$ cat config.mk
export PLATFORM = sky130hd
export DESIGN_NAME = alu_arbiter
export DESIGN_NICKNAME = d
export VERILOG_FILES = /design/src/rtl/alu_pkg.sv /design/src/rtl/alu_rr_arb2.sv /design/src/rtl/alu_arbiter.sv
export SDC_FILE = /design/constraint.sdc
export NUM_CORES = 1
export LEC_CHECK = 0
export CORE_UTILIZATION = 42
export DETAILED_ROUTE_END_ITERATION = 10
export PLACE_DENSITY = 0.84
export SLEW_MARGIN = 25
export SYNTH_ARGS = -nofsm -noshare
export SYNTH_HDL_FRONTEND = slang
export SYNTH_HIERARCHICAL = 1
export SYNTH_SLANG_ARGS = --single-unit
export TNS_END_PERCENT = 10
$ cat constraint.sdc
create_clock -name clk -period 3.05 [get_ports clk]
set_input_delay 0.915 -clock clk [delete_from_list [all_inputs] [get_ports clk]]
set_output_delay 0.915 -clock clk [all_outputs]
set_load 0.005 [all_outputs]
$ cat src/rtl/alu_pkg.sv
// Shared types and helpers for the two-requester ALU arbiter.
package alu_pkg;

   localparam int OP_W = 5;

   typedef enum logic {
      ST_IDLE = 1'b0,
      ST_EXEC = 1'b1
   } state_e;

   // Opcode layout is {O[1:0], S[2:0]}.
   function automatic logic [1:0] op_o(input logic [OP_W-1:0] op);
      return op[4:3];
   endfunction

   function automatic logic [2:0] op_s(input logic [OP_W-1:0] op);
      return op[2:0];
   endfunction

endpackage

$ cat src/rtl/alu_rr_arb2.sv
// Two-way round-robin grant: a lone requester wins, otherwise the one not served last.
module alu_rr_arb2 (
   input  logic valid0,
   input  logic valid1,
   input  logic last,
   output logic grant0,
   output logic grant1
);

   // Grant decode from the current requests and the last-served index.
   always_comb begin
      grant0 = valid0 & (~valid1 | last);
      grant1 = valid1 & (~valid0 | ~last);
   end

endmodule

$ cat src/rtl/alu_arbiter.sv
// Shares one ALU between two valid/ready requesters with round-robin grant.
// Define ALU_CARRY_CHAIN_EN to keep a per-requester carry for multi-word arithmetic.
module alu_arbiter
   import alu_pkg::*;
#(
   parameter int DW      = 8,
   parameter int ALU_LAT = 1
) (
   input  logic            clk,
   input  logic            rst,
   input  logic            req0_valid,
   output logic            req0_ready,
   input  logic [OP_W-1:0] req0_op,
   input  logic [DW-1:0]   req0_a,
   input  logic [DW-1:0]   req0_b,
   input  logic            req0_cin,
   input  logic            req0_chain,
   input  logic            req1_valid,
   output logic            req1_ready,
   input  logic [OP_W-1:0] req1_op,
   input  logic [DW-1:0]   req1_a,
   input  logic [DW-1:0]   req1_b,
   input  logic            req1_cin,
   input  logic            req1_chain,
   output logic            rsp0_valid,
   output logic [DW-1:0]   rsp0_f,
   output logic            rsp0_cout,
   output logic            rsp1_valid,
   output logic [DW-1:0]   rsp1_f,
   output logic            rsp1_cout,
   output logic [1:0]      alu_O,
   output logic [2:0]      alu_S,
   output logic [DW-1:0]   alu_A,
   output logic [DW-1:0]   alu_B,
   output logic            alu_C1,
   output logic            alu_G,
   input  logic [DW-1:0]   alu_F,
   input  logic            alu_C2
);

   localparam int               CNT_W    = (ALU_LAT > 1) ? $clog2(ALU_LAT) : 1;
   localparam logic [CNT_W-1:0] CNT_INIT = CNT_W'(ALU_LAT - 1);
   localparam logic [CNT_W-1:0] CNT_ONE  = CNT_W'(1);
   localparam logic [CNT_W-1:0] CNT_ZERO = CNT_W'(0);

   state_e              state_q, state_d;
   logic [CNT_W-1:0]    cnt_q, cnt_d;
   logic                last_q, last_d;
   logic [1:0]          alu_o_q, alu_o_d;
   logic [2:0]          alu_s_q, alu_s_d;
   logic [DW-1:0]       alu_a_q, alu_a_d;
   logic [DW-1:0]       alu_b_q, alu_b_d;
   logic                alu_c1_q, alu_c1_d;
   logic                alu_g_q, alu_g_d;
   logic [1:0]          rsp_valid_q, rsp_valid_d;
   logic [1:0][DW-1:0]  rsp_f_q, rsp_f_d;
   logic [1:0]          rsp_cout_q, rsp_cout_d;

   logic                grant0, grant1;
   logic                c1_0, c1_1;
   logic [OP_W-1:0]     sel_op;
   logic [DW-1:0]       sel_a, sel_b;
   logic                sel_c1;

`ifdef ALU_CARRY_CHAIN_EN
   logic [1:0]          cy_q, cy_d;
   assign c1_0 = req0_chain ? cy_q[0] : req0_cin;
   assign c1_1 = req1_chain ? cy_q[1] : req1_cin;
`else
   logic                unused_chain;
   assign unused_chain = req0_chain ^ req1_chain;
   assign c1_0 = req0_cin;
   assign c1_1 = req1_cin;
`endif

   alu_rr_arb2 u_arb (
      .valid0 (req0_valid),
      .valid1 (req1_valid),
      .last   (last_q),
      .grant0 (grant0),
      .grant1 (grant1)
   );

   assign req0_ready = (state_q == ST_IDLE) & grant0;
   assign req1_ready = (state_q == ST_IDLE) & grant1;

   // Next-state logic: accept in IDLE, count down the ALU latency in EXEC, then capture.
   always_comb begin
      sel_op      = grant1 ? req1_op : req0_op;
      sel_a       = grant1 ? req1_a  : req0_a;
      sel_b       = grant1 ? req1_b  : req0_b;
      sel_c1      = grant1 ? c1_1    : c1_0;
      state_d     = state_q;
      cnt_d       = cnt_q;
      last_d      = last_q;
      alu_o_d     = alu_o_q;
      alu_s_d     = alu_s_q;
      alu_a_d     = alu_a_q;
      alu_b_d     = alu_b_q;
      alu_c1_d    = alu_c1_q;
      alu_g_d     = alu_g_q;
      rsp_valid_d = 2'b00;
      rsp_f_d     = rsp_f_q;
      rsp_cout_d  = rsp_cout_q;
`ifdef ALU_CARRY_CHAIN_EN
      cy_d        = cy_q;
`endif
      case (state_q)
         ST_IDLE: begin
            if (grant0 || grant1) begin
               state_d  = ST_EXEC;
               cnt_d    = CNT_INIT;
               last_d   = grant1;
               alu_o_d  = op_o(sel_op);
               alu_s_d  = op_s(sel_op);
               alu_a_d  = sel_a;
               alu_b_d  = sel_b;
               alu_c1_d = sel_c1;
               alu_g_d  = 1'b1;
            end else begin
               state_d  = ST_IDLE;
            end
         end
         ST_EXEC: begin
            if (cnt_q != CNT_ZERO) begin
               cnt_d = cnt_q - CNT_ONE;
            end else begin
               // last_q already names the requester that owns the in-flight op.
               rsp_valid_d[last_q] = 1'b1;
               rsp_f_d[last_q]     = alu_F;
               rsp_cout_d[last_q]  = alu_C2;
`ifdef ALU_CARRY_CHAIN_EN
               cy_d[last_q]        = alu_C2;
`endif
               alu_g_d             = 1'b0;
               state_d             = ST_IDLE;
            end
         end
         default: begin
            state_d = ST_IDLE;
            alu_g_d = 1'b0;
         end
      endcase
   end

   // State and output registers with synchronous reset.
   always_ff @(posedge clk) begin
      if (rst) begin
         state_q     <= ST_IDLE;
         cnt_q       <= CNT_ZERO;
         last_q      <= 1'b1;
         alu_o_q     <= 2'b00;
         alu_s_q     <= 3'b000;
         alu_a_q     <= {DW{1'b0}};
         alu_b_q     <= {DW{1'b0}};
         alu_c1_q    <= 1'b0;
         alu_g_q     <= 1'b0;
         rsp_valid_q <= 2'b00;
         rsp_f_q     <= {(2*DW){1'b0}};
         rsp_cout_q  <= 2'b00;
`ifdef ALU_CARRY_CHAIN_EN
         cy_q        <= 2'b00;
`endif
      end else begin
         state_q     <= state_d;
         cnt_q       <= cnt_d;
         last_q      <= last_d;
         alu_o_q     <= alu_o_d;
         alu_s_q     <= alu_s_d;
         alu_a_q     <= alu_a_d;
         alu_b_q     <= alu_b_d;
         alu_c1_q    <= alu_c1_d;
         alu_g_q     <= alu_g_d;
         rsp_valid_q <= rsp_valid_d;
         rsp_f_q     <= rsp_f_d;
         rsp_cout_q  <= rsp_cout_d;
`ifdef ALU_CARRY_CHAIN_EN
         cy_q        <= cy_d;
`endif
      end
   end

   assign alu_O      = alu_o_q;
   assign alu_S      = alu_s_q;
   assign alu_A      = alu_a_q;
   assign alu_B      = alu_b_q;
   assign alu_C1     = alu_c1_q;
   assign alu_G      = alu_g_q;
   assign rsp0_valid = rsp_valid_q[0];
   assign rsp1_valid = rsp_valid_q[1];
   assign rsp0_f     = rsp_f_q[0];
   assign rsp1_f     = rsp_f_q[1];
   assign rsp0_cout  = rsp_cout_q[0];
   assign rsp1_cout  = rsp_cout_q[1];

endmodule

==> metrics.cfg <==
[run_status]
status=finished, violations left
violations=DRC

[drt]
num_vias=1719
wirelength_mm=4.643
ant_nets=0
firstDrtPassIters=7
viasPerCell=4.911
drt_iter0_markers=76
wl_per_cell_um=13.27
drc=16

[floorplanning]
initial_core_util=0.4448
rows=24
die_h_um=70.61
core_area_um2=4444
io_pins=104
dieArea_um2=4985
fp.dieW_um=70.61

[run]
cap_violations=0

[pwr]
comb_power_share=0.246
power_frac_clock=0.307
switching_share=0.2507
p_switching_uw=375.4
seq_power_share=0.446
p_leak_uw=0.001135
vdd_drop_max_mv=0.2749
pwr_density_cell_nw_per_um2=482.4
internal-power_uw=1122

[yosys]
syn-cell-area_um2=1977
synth.avg_cell_area_um2=9.835
synth_seq_cells=45
synth.area.top_cells=dfxtp_1 46%, a211oi_2 13%, mux2i_1 11%
synthCells=201
synth_top_area_share=0.4557
yosys_warnings=6
syn-num-nets=260
yosysSeqAreaShare=0.4557
yosys.area.top_type=dfxtp_1
synth_xor_area_frac=0
synth-simple-area-share=0.1658
synth_compound_area_frac=0.1949
ys_types=23
yosys.area_share.adder=0
synth_top_family_by_area=compound AO/OA/AOI/OAI gates
muxShareOfSynthArea=0.1114

[hold_path]
hold_path_class=flip-flop to flip-flop

[sta]
fin_ws_ns=0.1349
rsz0062_at_grt=false
finalSetupTns_ns=0
max_freq_mhz=343.0
min_period_ns=2.915
tightest_slew_ns=0.6664
clock_skew_ns=0.004660
finalHoldViolations=0
finalMaxSlewViolations=0
relSlewSlack=0.5548
finalSetupViolCount=0
min_period_over_period=0.9558

[worst_setup_path]
crit_path_max_incr_delay_ns=0.50
arrival_ns=2.00
crit_path_max_fanout=2
crit_chain=clkdlybuf4s50_1 > a21boi_4 > nor2b_4 > dlygate4sd2_1
critPathRequiredTime_ns=2.13
critPathKind=input port to output pin
critical_path.top_delay_family=buffers and inverters
worst_setup_path_end_kind=output pin
setup.worst_path.start_class=input port
cp_num_buf_inv=2
critPathSlowestCell=clkdlybuf4s50_1

[clock_network]
cts-buffers-inserted=5
cts_hold_buf=0
insertion_delay_ns=0.29
cts.sink_count=45
cts_tree=yes
htreeDepth=2
clockBufferDepth=2
cts_root_buffer=clkbuf_8
cts.clk_slew.worst_paths_ns=0.08

[global_route]
gr-total-overflow=0
grt_pass1_vias=1626
grt_usage=0.1891
grt_pass1_wl_mm=7.417
antenna_found_initial=0
grt_max_degree=45

[finish]
drive_gt1_frac=0.1913
nets=356
fin_area_um2=3104
syn2layout_area_growth_pct=57.03
n_antenna_cell=0

[placement]
placed_area_um2=2974
post-place-ws_ns=-0.1976
io_buffer_count=101
hpwl_mm=3.332
gp_congestion=0.6821

cell families after synthesis:
family,after synthesis
simple gates,71
flops,45
buf+inv,19
compound gates,44
mux,22
worst register-to-register path: stages (launching register included):
cell and delay, ns:
dfxtp_1 0.39, a21boi_4 0.17, buf_4 0.37, o21ba_2 0.24, buf_12 0.27, nor2_1 0.09
a211oi_2 0.19
final timing paths:
check / start / endpoint / slack, ns / cells past startpoint
worst max-delay path: req1_valid / req1_ready / 0.13 / 4
worst min-delay path: rsp0_f[7]$_SDFFE_PP0P_ / rsp0_f[7]$_SDFFE_PP0P_ / 0.45 / 2
worst max register to register: last_q$_SDFFE_PP1P_ / alu_A[1]$_SDFFE_PP0P_ / 1.25 / 6
worst min register to register: rsp0_f[7]$_SDFFE_PP0P_ / rsp0_f[7]$_SDFFE_PP0P_ / 0.45 / 2
flip-flops by register name, indices dropped and copies added, names as in the netlist:
register	count
alu_S	3
rsp_valid_q	2
state_q	1
alu_O	2
rsp0_f	8
rsp_cout_q	2
alu_C1	1
alu_A	8
alu_G	1
rsp1_f	8
alu_B	8
last_q	1
cell usage in the layout, fill, tap and decap left out:
master / count
a211oi_2: 20
nand2_1: 37
o21ba_2: 1
buf_4: 4
dfxtp_1: 45
nor2_2: 18
a21oi_1: 18
nor2b_4: 1
buf_2: 1
mux2i_1: 22
clkbuf_8: 6
and2_1: 1
nor2_1: 8
dlygate4sd2_1: 3
buf_12: 1
a21boi_2: 1
a21boi_4: 1
clkinvlp_4: 1
nor2b_1: 1
clkdlybuf4s50_1: 97
o21ai_0: 1
nor3_1: 3
a211oi_1: 2
nand2b_1: 1
inv_1: 2
bufinv_16: 1
nor2b_2: 1
power groups by stage:
stage                     clock network [µW]  registers, µW  logic [µW]
final                                    460            668         369
after global placement                     0            680         364
after CTS                                476            669         374
after detailed placement                   0            682         371
after global routing                     501            675         397
after floorplan                            0            683         190
cell type report:
cell class                      count  area, µm²
Clock buffer                        6      82.58
Clock inverter                      2      37.54
Fill cell                         366       1340
Inverter                            2      7.507
Multi-Input combinational cell    137      958.4
Sequential cell                    45      900.9
Tap cell                           52      65.06
Timing Repair Buffer              106       1052
per-stage QoR:
step	power, µW	hold slack, ns	util	cells
6_report	1498	0.4549	0.6985	350
5_1_grt	1574	0.4779	0.6985	350
4_1_cts	1518	0.4583	0.6985	350
3_5_place_dp	1053	0.4466	0.6692	342
3_3_place_gp	1044	0.4412	0.6692	342
2_1_floorplan	872.5	0.4527	-	201
synth_stat cells:
library cell / n
buf_12: 2
o21ba_1: 1
buf_2: 4
mux2i_1: 22
a21boi_0: 1
o21ai_0: 1
a21boi_1: 1
nor2_2: 18
buf_4: 1
dfxtp_1: 45
a21oi_1: 18
nand2b_1: 1
nor2_1: 8
clkbuf_1: 4
nand2_1: 37
nor3_1: 3
nor2b_1: 3
and2_1: 1
a211oi_2: 20
buf_1: 2
inv_1: 2
a211oi_1: 2
buf_6: 4
metal layers:
layer / track usage / vias up / part of all wire
met5: 0 / - / 0
met1: 0.2149 / 781 / 0.42
met4: 0.05333 / 0 / 0.0058
met3: 0.06980 / 2 / 0.085
met2: 0.3344 / 65 / 0.49
li1: - / 871 / -
repair_timing:
action                                  CTS  global route
gates resized for setup                   7             0
endpoints found under the setup margin    2             0
buffers inserted                          0             0
(Power assumes the default switching activity.)
